**config.mk**
```make
export PLATFORM = sky130hd
export DESIGN_NAME = mips_inst_encoder_flat
export DESIGN_NICKNAME = d
export VERILOG_FILES = /design/src/rtl/mips_inst_encoder_if.sv /design/src/rtl/mips_inst_encoder.sv /design/src/flat_wrapper.sv
export SDC_FILE = /design/constraint.sdc
export NUM_CORES = 1
export LEC_CHECK = 0
export ABC_AREA = 1
export ABC_CLOCK_PERIOD_IN_PS = 5100
export CAP_MARGIN = 20
export CORE_ASPECT_RATIO = 1.1
export CORE_MARGIN = 3
export CORE_UTILIZATION = 30
export CTS_BUF_LIST = sky130_fd_sc_hd__clkbuf_8
export CTS_CLUSTER_DIAMETER = 50
export DETAILED_ROUTE_END_ITERATION = 8
export HOLD_SLACK_MARGIN = 0.05
export PLACE_DENSITY = 0.62
export SYNTH_ARGS = -nofsm -noshare
export SYNTH_HDL_FRONTEND = slang
export SYNTH_SLANG_ARGS = --single-unit
export TNS_END_PERCENT = 5
```
**constraint.sdc**
```tcl
create_clock -name clk -period 5.1 [get_ports clk]
set_clock_uncertainty 0.2 [all_clocks]
set_input_delay 0.51 -clock clk [delete_from_list [all_inputs] [get_ports clk]]
set_output_delay 0.51 -clock clk [all_outputs]
set_load 0.03 [all_outputs]
```
**src/rtl/mips_inst_encoder_if.sv**
```systemverilog
// Request handshake and instruction-memory write bus of the MIPS instruction encoder.
interface mips_inst_encoder_if #(
    parameter int unsigned ADDR_W = 8
);
    logic              req_valid;
    logic              req_ready;
    logic [4:0]        req_cls;
    logic [4:0]        req_rs;
    logic [4:0]        req_rt;
    logic [4:0]        req_rd;
    logic [15:0]       req_imm;
    logic [25:0]       req_tgt;
    logic              req_last;

    logic              imem_we;
    logic [ADDR_W-1:0] imem_addr;
    logic [31:0]       imem_wdata;

    // Program source side: issues requests, observes the memory writes.
    modport master (
        output req_valid, req_cls, req_rs, req_rt, req_rd, req_imm, req_tgt, req_last,
        input  req_ready, imem_we, imem_addr, imem_wdata
    );

    // Encoder side.
    modport slave (
        input  req_valid, req_cls, req_rs, req_rt, req_rd, req_imm, req_tgt, req_last,
        output req_ready, imem_we, imem_addr, imem_wdata
    );
endinterface

```
**src/rtl/mips_inst_encoder.sv**
```systemverilog
// Sequential MIPS instruction encoder / program loader: packs symbolic requests into 32-bit
// words and writes them to consecutive instruction-memory addresses, one word per 2 cycles.
module mips_inst_encoder #(
    parameter int unsigned ADDR_W = 8
) (
    input  logic               clk,
    input  logic               rst,
    input  logic               start,
    mips_inst_encoder_if.slave bus,
    output logic               busy,
    output logic               done,
    output logic               err_illegal,
    output logic               err_full,
    output logic [ADDR_W:0]    word_count
);
    typedef enum logic [2:0] {StIdle, StLoad, StWrite, StDone, StFull} state_e;

    state_e            state_q, state_d;
    logic [ADDR_W-1:0] addr_q, addr_d;
    logic [ADDR_W:0]   count_q, count_d;
    logic [31:0]       word_q, word_d;
    logic              last_q, last_d;
    logic              err_ill_q, err_ill_d;
    logic              err_full_q, err_full_d;
    logic              we_q, we_d;

    logic [31:0]       enc_word;
    logic              enc_legal;
    logic [31:0]       r_base;
    logic [25:0]       i_fields;

    // Pack the request fields into a MIPS word; classes 17..31 are flagged illegal
    always_comb begin
        r_base    = {6'h00, bus.req_rs, bus.req_rt, bus.req_rd, 5'h00, 6'h00};
        i_fields  = {bus.req_rs, bus.req_rt, bus.req_imm};
        enc_word  = 32'h0;
        enc_legal = 1'b1;
        case (bus.req_cls)
            5'd0:    enc_word = r_base | 32'h20;           // ADD
            5'd1:    enc_word = r_base | 32'h22;           // SUB
            5'd2:    enc_word = r_base | 32'h24;           // AND
            5'd3:    enc_word = r_base | 32'h25;           // OR
            5'd4:    enc_word = r_base | 32'h26;           // XOR
            5'd5:    enc_word = r_base | 32'h27;           // NOR
            5'd6:    enc_word = r_base | 32'h2A;           // SLT
            5'd7:    enc_word = {6'h08, i_fields};         // ADDI
            5'd8:    enc_word = {6'h0C, i_fields};         // ANDI
            5'd9:    enc_word = {6'h0D, i_fields};         // ORI
            5'd10:   enc_word = {6'h0E, i_fields};         // XORI
            5'd11:   enc_word = {6'h0A, i_fields};         // SLTI
            5'd12:   enc_word = {6'h23, i_fields};         // LW
            5'd13:   enc_word = {6'h2B, i_fields};         // SW
            5'd14:   enc_word = {6'h04, i_fields};         // BEQ
            5'd15:   enc_word = {6'h05, i_fields};         // BNE
            5'd16:   enc_word = {6'h02, bus.req_tgt};      // J
            default: enc_legal = 1'b0;
        endcase
    end

    // Session FSM and address/count bookkeeping; start overrides everything, including a
    // handshake in the same cycle
    always_comb begin
        state_d    = state_q;
        addr_d     = addr_q;
        count_d    = count_q;
        word_d     = word_q;
        last_d     = last_q;
        err_ill_d  = err_ill_q;
        err_full_d = err_full_q;
        if (start) begin
            state_d    = StLoad;
            addr_d     = '0;
            count_d    = '0;
            last_d     = 1'b0;
            err_ill_d  = 1'b0;
            err_full_d = 1'b0;
        end else begin
            case (state_q)
                StLoad: begin
                    if (bus.req_valid) begin
                        if (enc_legal) begin
                            word_d  = enc_word;
                            last_d  = bus.req_last;
                            state_d = StWrite;
                        end else begin
                            err_ill_d = 1'b1;
                            if (bus.req_last) begin
                                state_d = StDone;
                            end
                        end
                    end
                end
                StWrite: begin
                    addr_d  = addr_q + ADDR_W'(1);
                    count_d = count_q + (ADDR_W + 1)'(1);
                    // A final word that also fills memory ends the session cleanly
                    if (last_q) begin
                        state_d = StDone;
                    end else if (addr_q == {ADDR_W{1'b1}}) begin
                        state_d    = StFull;
                        err_full_d = 1'b1;
                    end else begin
                        state_d = StLoad;
                    end
                end
                default: ;
            endcase
        end
        // Strobe is a flop so it is glitch-free and aligned with the registered address/data
        we_d = (state_d == StWrite);
    end

    // State and datapath registers; async reset returns everything to idle at once
    always_ff @(posedge clk or posedge rst) begin
        if (rst) begin
            state_q    <= StIdle;
            addr_q     <= '0;
            count_q    <= '0;
            word_q     <= 32'h0;
            last_q     <= 1'b0;
            err_ill_q  <= 1'b0;
            err_full_q <= 1'b0;
            we_q       <= 1'b0;
        end else begin
            state_q    <= state_d;
            addr_q     <= addr_d;
            count_q    <= count_d;
            word_q     <= word_d;
            last_q     <= last_d;
            err_ill_q  <= err_ill_d;
            err_full_q <= err_full_d;
            we_q       <= we_d;
        end
    end

    assign bus.req_ready  = (state_q == StLoad);
    assign bus.imem_we    = we_q;
    assign bus.imem_addr  = addr_q;
    assign bus.imem_wdata = word_q;
    assign busy           = (state_q == StLoad) || (state_q == StWrite);
    assign done           = (state_q == StDone) || (state_q == StFull);
    assign err_illegal    = err_ill_q;
    assign err_full       = err_full_q;
    assign word_count     = count_q;
endmodule
```
**src/flat_wrapper.sv**
```systemverilog
// flat-port wrapper written by rule: the top's interface ports become plain ports
module mips_inst_encoder_flat 
#(
    parameter int unsigned ADDR_W = 8
)
  (clk, rst, start, busy, done, err_illegal, err_full, word_count, bus_req_valid, bus_req_cls, bus_req_rs, bus_req_rt, bus_req_rd, bus_req_imm, bus_req_tgt, bus_req_last, bus_req_ready, bus_imem_we, bus_imem_addr, bus_imem_wdata);
  mips_inst_encoder_if #(.ADDR_W(ADDR_W)) bus_i ();
  input  logic clk;
  input  logic rst;
  input  logic start;
  output logic busy;
  output logic done;
  output logic err_illegal;
  output logic err_full;
  output logic [ADDR_W:0] word_count;
  input wire logic [$bits(bus_i.req_valid)-1:0] bus_req_valid;
  input wire logic [$bits(bus_i.req_cls)-1:0] bus_req_cls;
  input wire logic [$bits(bus_i.req_rs)-1:0] bus_req_rs;
  input wire logic [$bits(bus_i.req_rt)-1:0] bus_req_rt;
  input wire logic [$bits(bus_i.req_rd)-1:0] bus_req_rd;
  input wire logic [$bits(bus_i.req_imm)-1:0] bus_req_imm;
  input wire logic [$bits(bus_i.req_tgt)-1:0] bus_req_tgt;
  input wire logic [$bits(bus_i.req_last)-1:0] bus_req_last;
  output wire logic [$bits(bus_i.req_ready)-1:0] bus_req_ready;
  output wire logic [$bits(bus_i.imem_we)-1:0] bus_imem_we;
  output wire logic [$bits(bus_i.imem_addr)-1:0] bus_imem_addr;
  output wire logic [$bits(bus_i.imem_wdata)-1:0] bus_imem_wdata;
  assign bus_i.req_valid = bus_req_valid;
  assign bus_i.req_cls = bus_req_cls;
  assign bus_i.req_rs = bus_req_rs;
  assign bus_i.req_rt = bus_req_rt;
  assign bus_i.req_rd = bus_req_rd;
  assign bus_i.req_imm = bus_req_imm;
  assign bus_i.req_tgt = bus_req_tgt;
  assign bus_i.req_last = bus_req_last;
  assign bus_req_ready = bus_i.req_ready;
  assign bus_imem_we = bus_i.imem_we;
  assign bus_imem_addr = bus_i.imem_addr;
  assign bus_imem_wdata = bus_i.imem_wdata;
  mips_inst_encoder #(.ADDR_W(ADDR_W)) u_core (.clk(clk), .rst(rst), .start(start), .bus(bus_i), .busy(busy), .done(done), .err_illegal(err_illegal), .err_full(err_full), .word_count(word_count));
endmodule
```
; Word-level counts from Yosys, hierarchy flattened
; Cells that the tools add are included.
[op_classes]
n_addsub = 2
bitwise = 1
mux = 25
n_eq_ne = 24
n_reduce_logical = 13
[ops]
columns = op, n
row1 = one-hot mux 32 bit (17 select lines), 1
row2 = == test 5 x 4 -> 1 bit (second input constant), 8
row3 = == test 5 x 3 -> 1 bit (second input constant), 4
row4 = two-way mux 3 bit, 6
row5 = two-way mux 9 bit, 2
row6 = OR reduction 17 bit, 1
row7 = two-way mux 8 bit, 2
row8 = two-way mux 1 bit, 13
row9 = == test 5 x 2 -> 1 bit (second input constant), 2
row10 = nonzero test 2 bit, 5
row11 = adder 9 x 1 -> 9 bit (second input constant), 1
row12 = == test 3 x 2 -> 1 bit (second input constant), 3
row13 = AND reduction 3 bit, 3
row14 = adder 8 x 1 -> 8 bit (second input constant), 1
row15 = == test 8 bit (second input constant), 1
row16 = one-hot mux 3 bit (2 select lines), 1
row17 = == test 5 x 1 -> 1 bit (second input constant), 1
row18 = == test 5 bit (second input constant), 1
row19 = logical NOT 5 bit, 1
row20 = inequality test 2 bit (second input constant), 2
row21 = AND reduction 4 bit, 1
row22 = == test 3 x 1 -> 1 bit (second input constant), 1
row23 = == test 3 bit (second input constant), 1
row24 = logical OR 1 bit, 2
row25 = inverter 1 bit, 1
[totals]
output_inout_bits = 55
in_bits = 67
register_bits = 56

; Longest topological paths before layout
[depth]
depth_word = 8
ltp_mapped = 12
mapped_depth_nobuf = 11

; Worst setup path before layout
; No wires, ideal clock.
[synth_path]
kind = register to output
startpoint = reg u_core.state_q[2]
endpoint = out done
arrival_ns = 1.001
stages_incl_launch_ff = 4
path_buffers = 0
setup_slack_ns = 3.389
cell_sequence = dfrtp_1 > inv_1 > nand2_1 > a21oi_1
[synth_between]
elab_chain_len = 2
word_cells_on_any_way = 3
cone_classes = eq/ne (2) / reduce/logical (1)
[synth_lines]
columns = item, line_no
row1 = from (decl), mips_inst_encoder.sv:18  ; state_e state_q, state_d;
row2 = from (signal assigned), mips_inst_encoder.sv:116  ; state_q <= StIdle;
row3 = from (signal assigned), mips_inst_encoder.sv:125  ; state_q <= state_d;
row4 = == test 3 x 2 -> 1 bit or == test 3 bit (tied branches), mips_inst_encoder.sv:141  ; assign done = (state_q == StDone) || (state_q == StFull);
row5 = logical OR 1 bit (*), mips_inst_encoder.sv:141
row6 = to (decl), flat_wrapper.sv:12  ; output logic done;
; Mark *: on every way between the ends. The rest lies on a longest branch, timed or not.

; Final worst setup path
[layout_path]
startpoint = reg u_core.state_q[2]
endpoint = out busy
[layout_between]
elab_chain_len = 2
word_cells_on_any_way = 3
cone_classes = eq/ne (2) / reduce/logical (1)
[layout_lines]
columns = item, line_no
row1 = == test 3 x 1 -> 1 bit or == test 3 x 2 -> 1 bit (tied branches), mips_inst_encoder.sv:140  ; assign busy = (state_q == StLoad) || (state_q == StWrite);
row2 = logical OR 1 bit (*), mips_inst_encoder.sv:140
row3 = to (decl), flat_wrapper.sv:11  ; output logic busy;
; Marks and branches as above.

==> reports/summary.txt <==
outcome: complete, no violations
Post-DP HPWL: 6225 µm
first-pass GRT wire length: 13520 µm
HP Class: reg -> reg
via count: 2918
drt pass-1 iters: 4
setup slack after layout: 2.230 ns
Row Count: 37
antenna viol nets, final: 0
register area share after synthesis: 0.4729
Via density: 4.684
Leak: 2.014 nW
Layout Utilization: 0.4577
die area: 0.01092 mm²
Setup Viol. Count Final: 0
root buffer cell: clkbuf_8
syn avg cell area: 7.462 µm²
die span in x: 99.91 µm
CP cell instances: inv_1 -> nand3_1 -> nand2_1 -> clkdlybuf4s50_1
Resized Gates After CTS: 0
CP required: 4.39 ns
Die Span Y: 109.3 µm
initial antenna violation count: 0
Worst-Skew Late Latency: 0.31 ns
max-cap violations: 0
Slew Viols, Final: 0
CP Max Fanout: 12
total area of multi-input combinational cells: 0.001314 mm²
clock network fraction of total power: 0.175
1st-iter DRT viols: 87
endpoint class of the critical path: primary output
clk slew on worst S/H paths: 0.10 ns
family with the most delay on the worst path: buffers and inverters
CTS tree: yes
initial core utilization: 0.3097
Startpoint Class: flip-flop
power density cells: 397.4 mW/mm²
Global Route met3 Usage: 0.04505
fin crit period: 2.870 ns
data arrival time of the critical path: 2.16 ns
Cell Area, Synth: 0.002910 mm²
H-tree depth: 2
routed len/inst: 13.18 µm
Setup TNS Final: 0 ns
largest net degree at the start of global routing: 56
GR Util All Layers: 0.1525
clk buf depth: 2
met1 Use GR: 0.1917
Critical path buffers and inverters: 2
Final Hold Fails: 0
Sw Ratio: 0.3985
final WL: 8211 µm
RSZ-0062 raised after global routing: false
maximum clock frequency: 348.4 MHz
Relative slew margins: 0.5023
Critical Path Slowest Stage Cell: clkdlybuf4s50_1
Yosys cell types: 28
Post-CTS Setup Repair Bufs: 0
Seq pwr share: 0.363
cts-stage hold buffer count: 0
remaining global-route overflow: 0
Sequential Area: 0.001376 mm²
final period utilization: 0.5628
crit-path max cell delay: 0.70 ns
Setup WS pre-CTS: 2.024 ns
IO Count: 122
GR peak layer: met2
Residual DRC: 0
Area Growth Syn to Fin: 47.81%
fill count: 984
Num CTS Buffers: 5
core area: 0.009398 mm²
clk sinks: 55
peak supply drop: 0.1989 mV
Fin Hold WS: 0.2922 ns
switching pwr: 0.6812 mW
Crit Path Class: reg -> out
Mapped Cells: 390
worst slew pin tran: 0.7437 ns
number of I/O port buffers: 120
vias in the first global route: 2809
antenna cell count: 0
Final GP Congestion: 0.8465
synthesized flop and latch total: 55
share of cells above drive strength 1: 0.05731
Mapped Nets: 459
Logic pwr share: 0.462
YS warnings: 0
internal power: 1.028 mW
layout net count: 574
met2 Track Usage GR: 0.2588
-- path summary, 6_finish.rpt --
| kind | start | endpoint | slack [ns] | cells past startpoint |
|---|---|---|---|---|
| worst max-delay path | u_core.state_q[2]$_DFF_PP0_ | busy | 2.23 | 4 |
| worst min-delay path | u_core.bus.imem_wdata[8]$_DFFE_PP0P_ | u_core.bus.imem_wdata[8]$_DFFE_PP0P_ | 0.29 | 2 |
| worst max register to register | u_core.state_q[1]$_DFF_PP0_ | u_core.bus.imem_wdata[22]$_DFFE_PP0P_ | 2.72 | 8 |
| worst min register to register | u_core.bus.imem_wdata[8]$_DFFE_PP0P_ | u_core.bus.imem_wdata[8]$_DFFE_PP0P_ | 0.29 | 2 |
| max in group asynchronous | rst | u_core.bus.imem_wdata[28]$_DFFE_PP0P_ | 3.72 | 3 |
| min in group asynchronous | rst | u_core.bus.imem_addr[4]$_DFFE_PP0P_ | 0.50 | 3 |
-- kinds of logic (layout without fill, tap and decap cells) --
| family | count (synthesis) | count (layout) | share of synthesized area |
|---|---|---|---|
| AOI/OAI and AO/OA | 62 | 62 | 0.1199 |
| xor gates and xnor gates | 1 | 1 | 0.003010 |
| adders and majority gates | 2 | 2 | 0.008597 |
| buffers and inverters | 49 | 165 | 0.07567 |
| DFF | 55 | 55 | 0.4729 |
| other | 1 | 1 | 0.001289 |
| and+or+nand+nor | 220 | 220 | 0.3186 |
-- Yosys cell counts --
master | instances | area, µm²
nor3_1 | 9 | 45.04
nor2_1 | 30 | 112.6
clkbuf_1 | 2 | 7.510
buf_6 | 3 | 33.78
conb_1 | 1 | 3.750
a22oi_1 | 10 | 75.07
o21ai_1 | 12 | 60.06
o21ai_0 | 9 | 45.04
inv_1 | 27 | 101.4
clkinv_1 | 2 | 7.510
nand2_4 | 1 | 11.26
nand4_1 | 6 | 37.54
buf_2 | 8 | 40.04
and3_1 | 2 | 12.51
nand2_2 | 4 | 25.02
a211oi_1 | 2 | 15.01
a21oi_1 | 26 | 130.1
nand2_1 | 145 | 544.3
buf_4 | 1 | 7.510
inv_2 | 6 | 22.52
o2111ai_1 | 1 | 8.760
nor2_4 | 3 | 33.78
ha_1 | 2 | 25.02
nand3_1 | 16 | 80.08
dfrtp_1 | 55 | 1376
nor2_2 | 4 | 25.02
o21a_1 | 2 | 15.01
xor2_1 | 1 | 8.760
-- state kept, by name (all words and copies together) (netlist names) --
signal	cells
u_core.word_count	9
u_core.state_q	3
u_core.err_full	1
u_core.bus.imem_wdata	31
u_core.last_q	1
u_core.bus.imem_we	1
u_core.bus.imem_addr	8
u_core.err_illegal	1
-- per-layer routing --
| layer | routed length [µm] | up-vias |
|---|---|---|
| li1 | - | 1483 |
| met1 | 3549 | 1323 |
| met2 | 3926 | 103 |
| met3 | 645 | 9 |
| met4 | 89 | 0 |
| met5 | 0 | - |
-- cells in the final DEF (no fill, tap or decap), types with 10 or more instances in the layout --
master           synthesis  final
nor2_1                  30     30
inv_1                   27     26
nand2_1                145    145
nand3_1                 16     16
dfrtp_1                 55     55
a21oi_1                 26     26
o21ai_1                 12     12
clkdlybuf4s50_1          0    120
a22oi_1                 10     10
-- layout make-up --
class,instances,share of cell area
sequential,55,0.3200
multi-input combinational,286,0.3054
timing repair buffer,122,0.2827
tap,117,0.03403
inverter,35,0.03054
clock buffer,6,0.01920
clock inverter,2,0.008144
-- worst reg2reg max path: cells and delay by family, from the launching register on --
family / cells / cell delay, ns
flops: 1 / 0.45
simple gates: 6 / 1.06
compound gates: 1 / 0.08
buf+inv: 1 / 0.45
-- power groups by stage --
| stage | sequential, mW | combinational (mW) | clock [mW] |
|---|---|---|---|
| after global routing | 0.637 | 0.851 | 0.327 |
| final | 0.620 | 0.789 | 0.300 |
| after CTS | 0.621 | 0.799 | 0.310 |
| after global placement | 0.626 | 0.791 | 0 |
| after detailed placement | 0.626 | 0.797 | 0 |
| after floorplan | 0.824 | 0.242 | 0 |
-- through the flow --
stage	total power, mW	instances	cell area [µm²]
5_1_grt	1.816	623	4302
3_5_place_dp	1.423	615	4184
3_3_place_gp	1.417	615	4184
2_1_floorplan	1.067	390	2910
4_1_cts	1.730	623	4302
6_report	1.709	623	4302
Note: power is estimated with default switching activity, not from simulation.
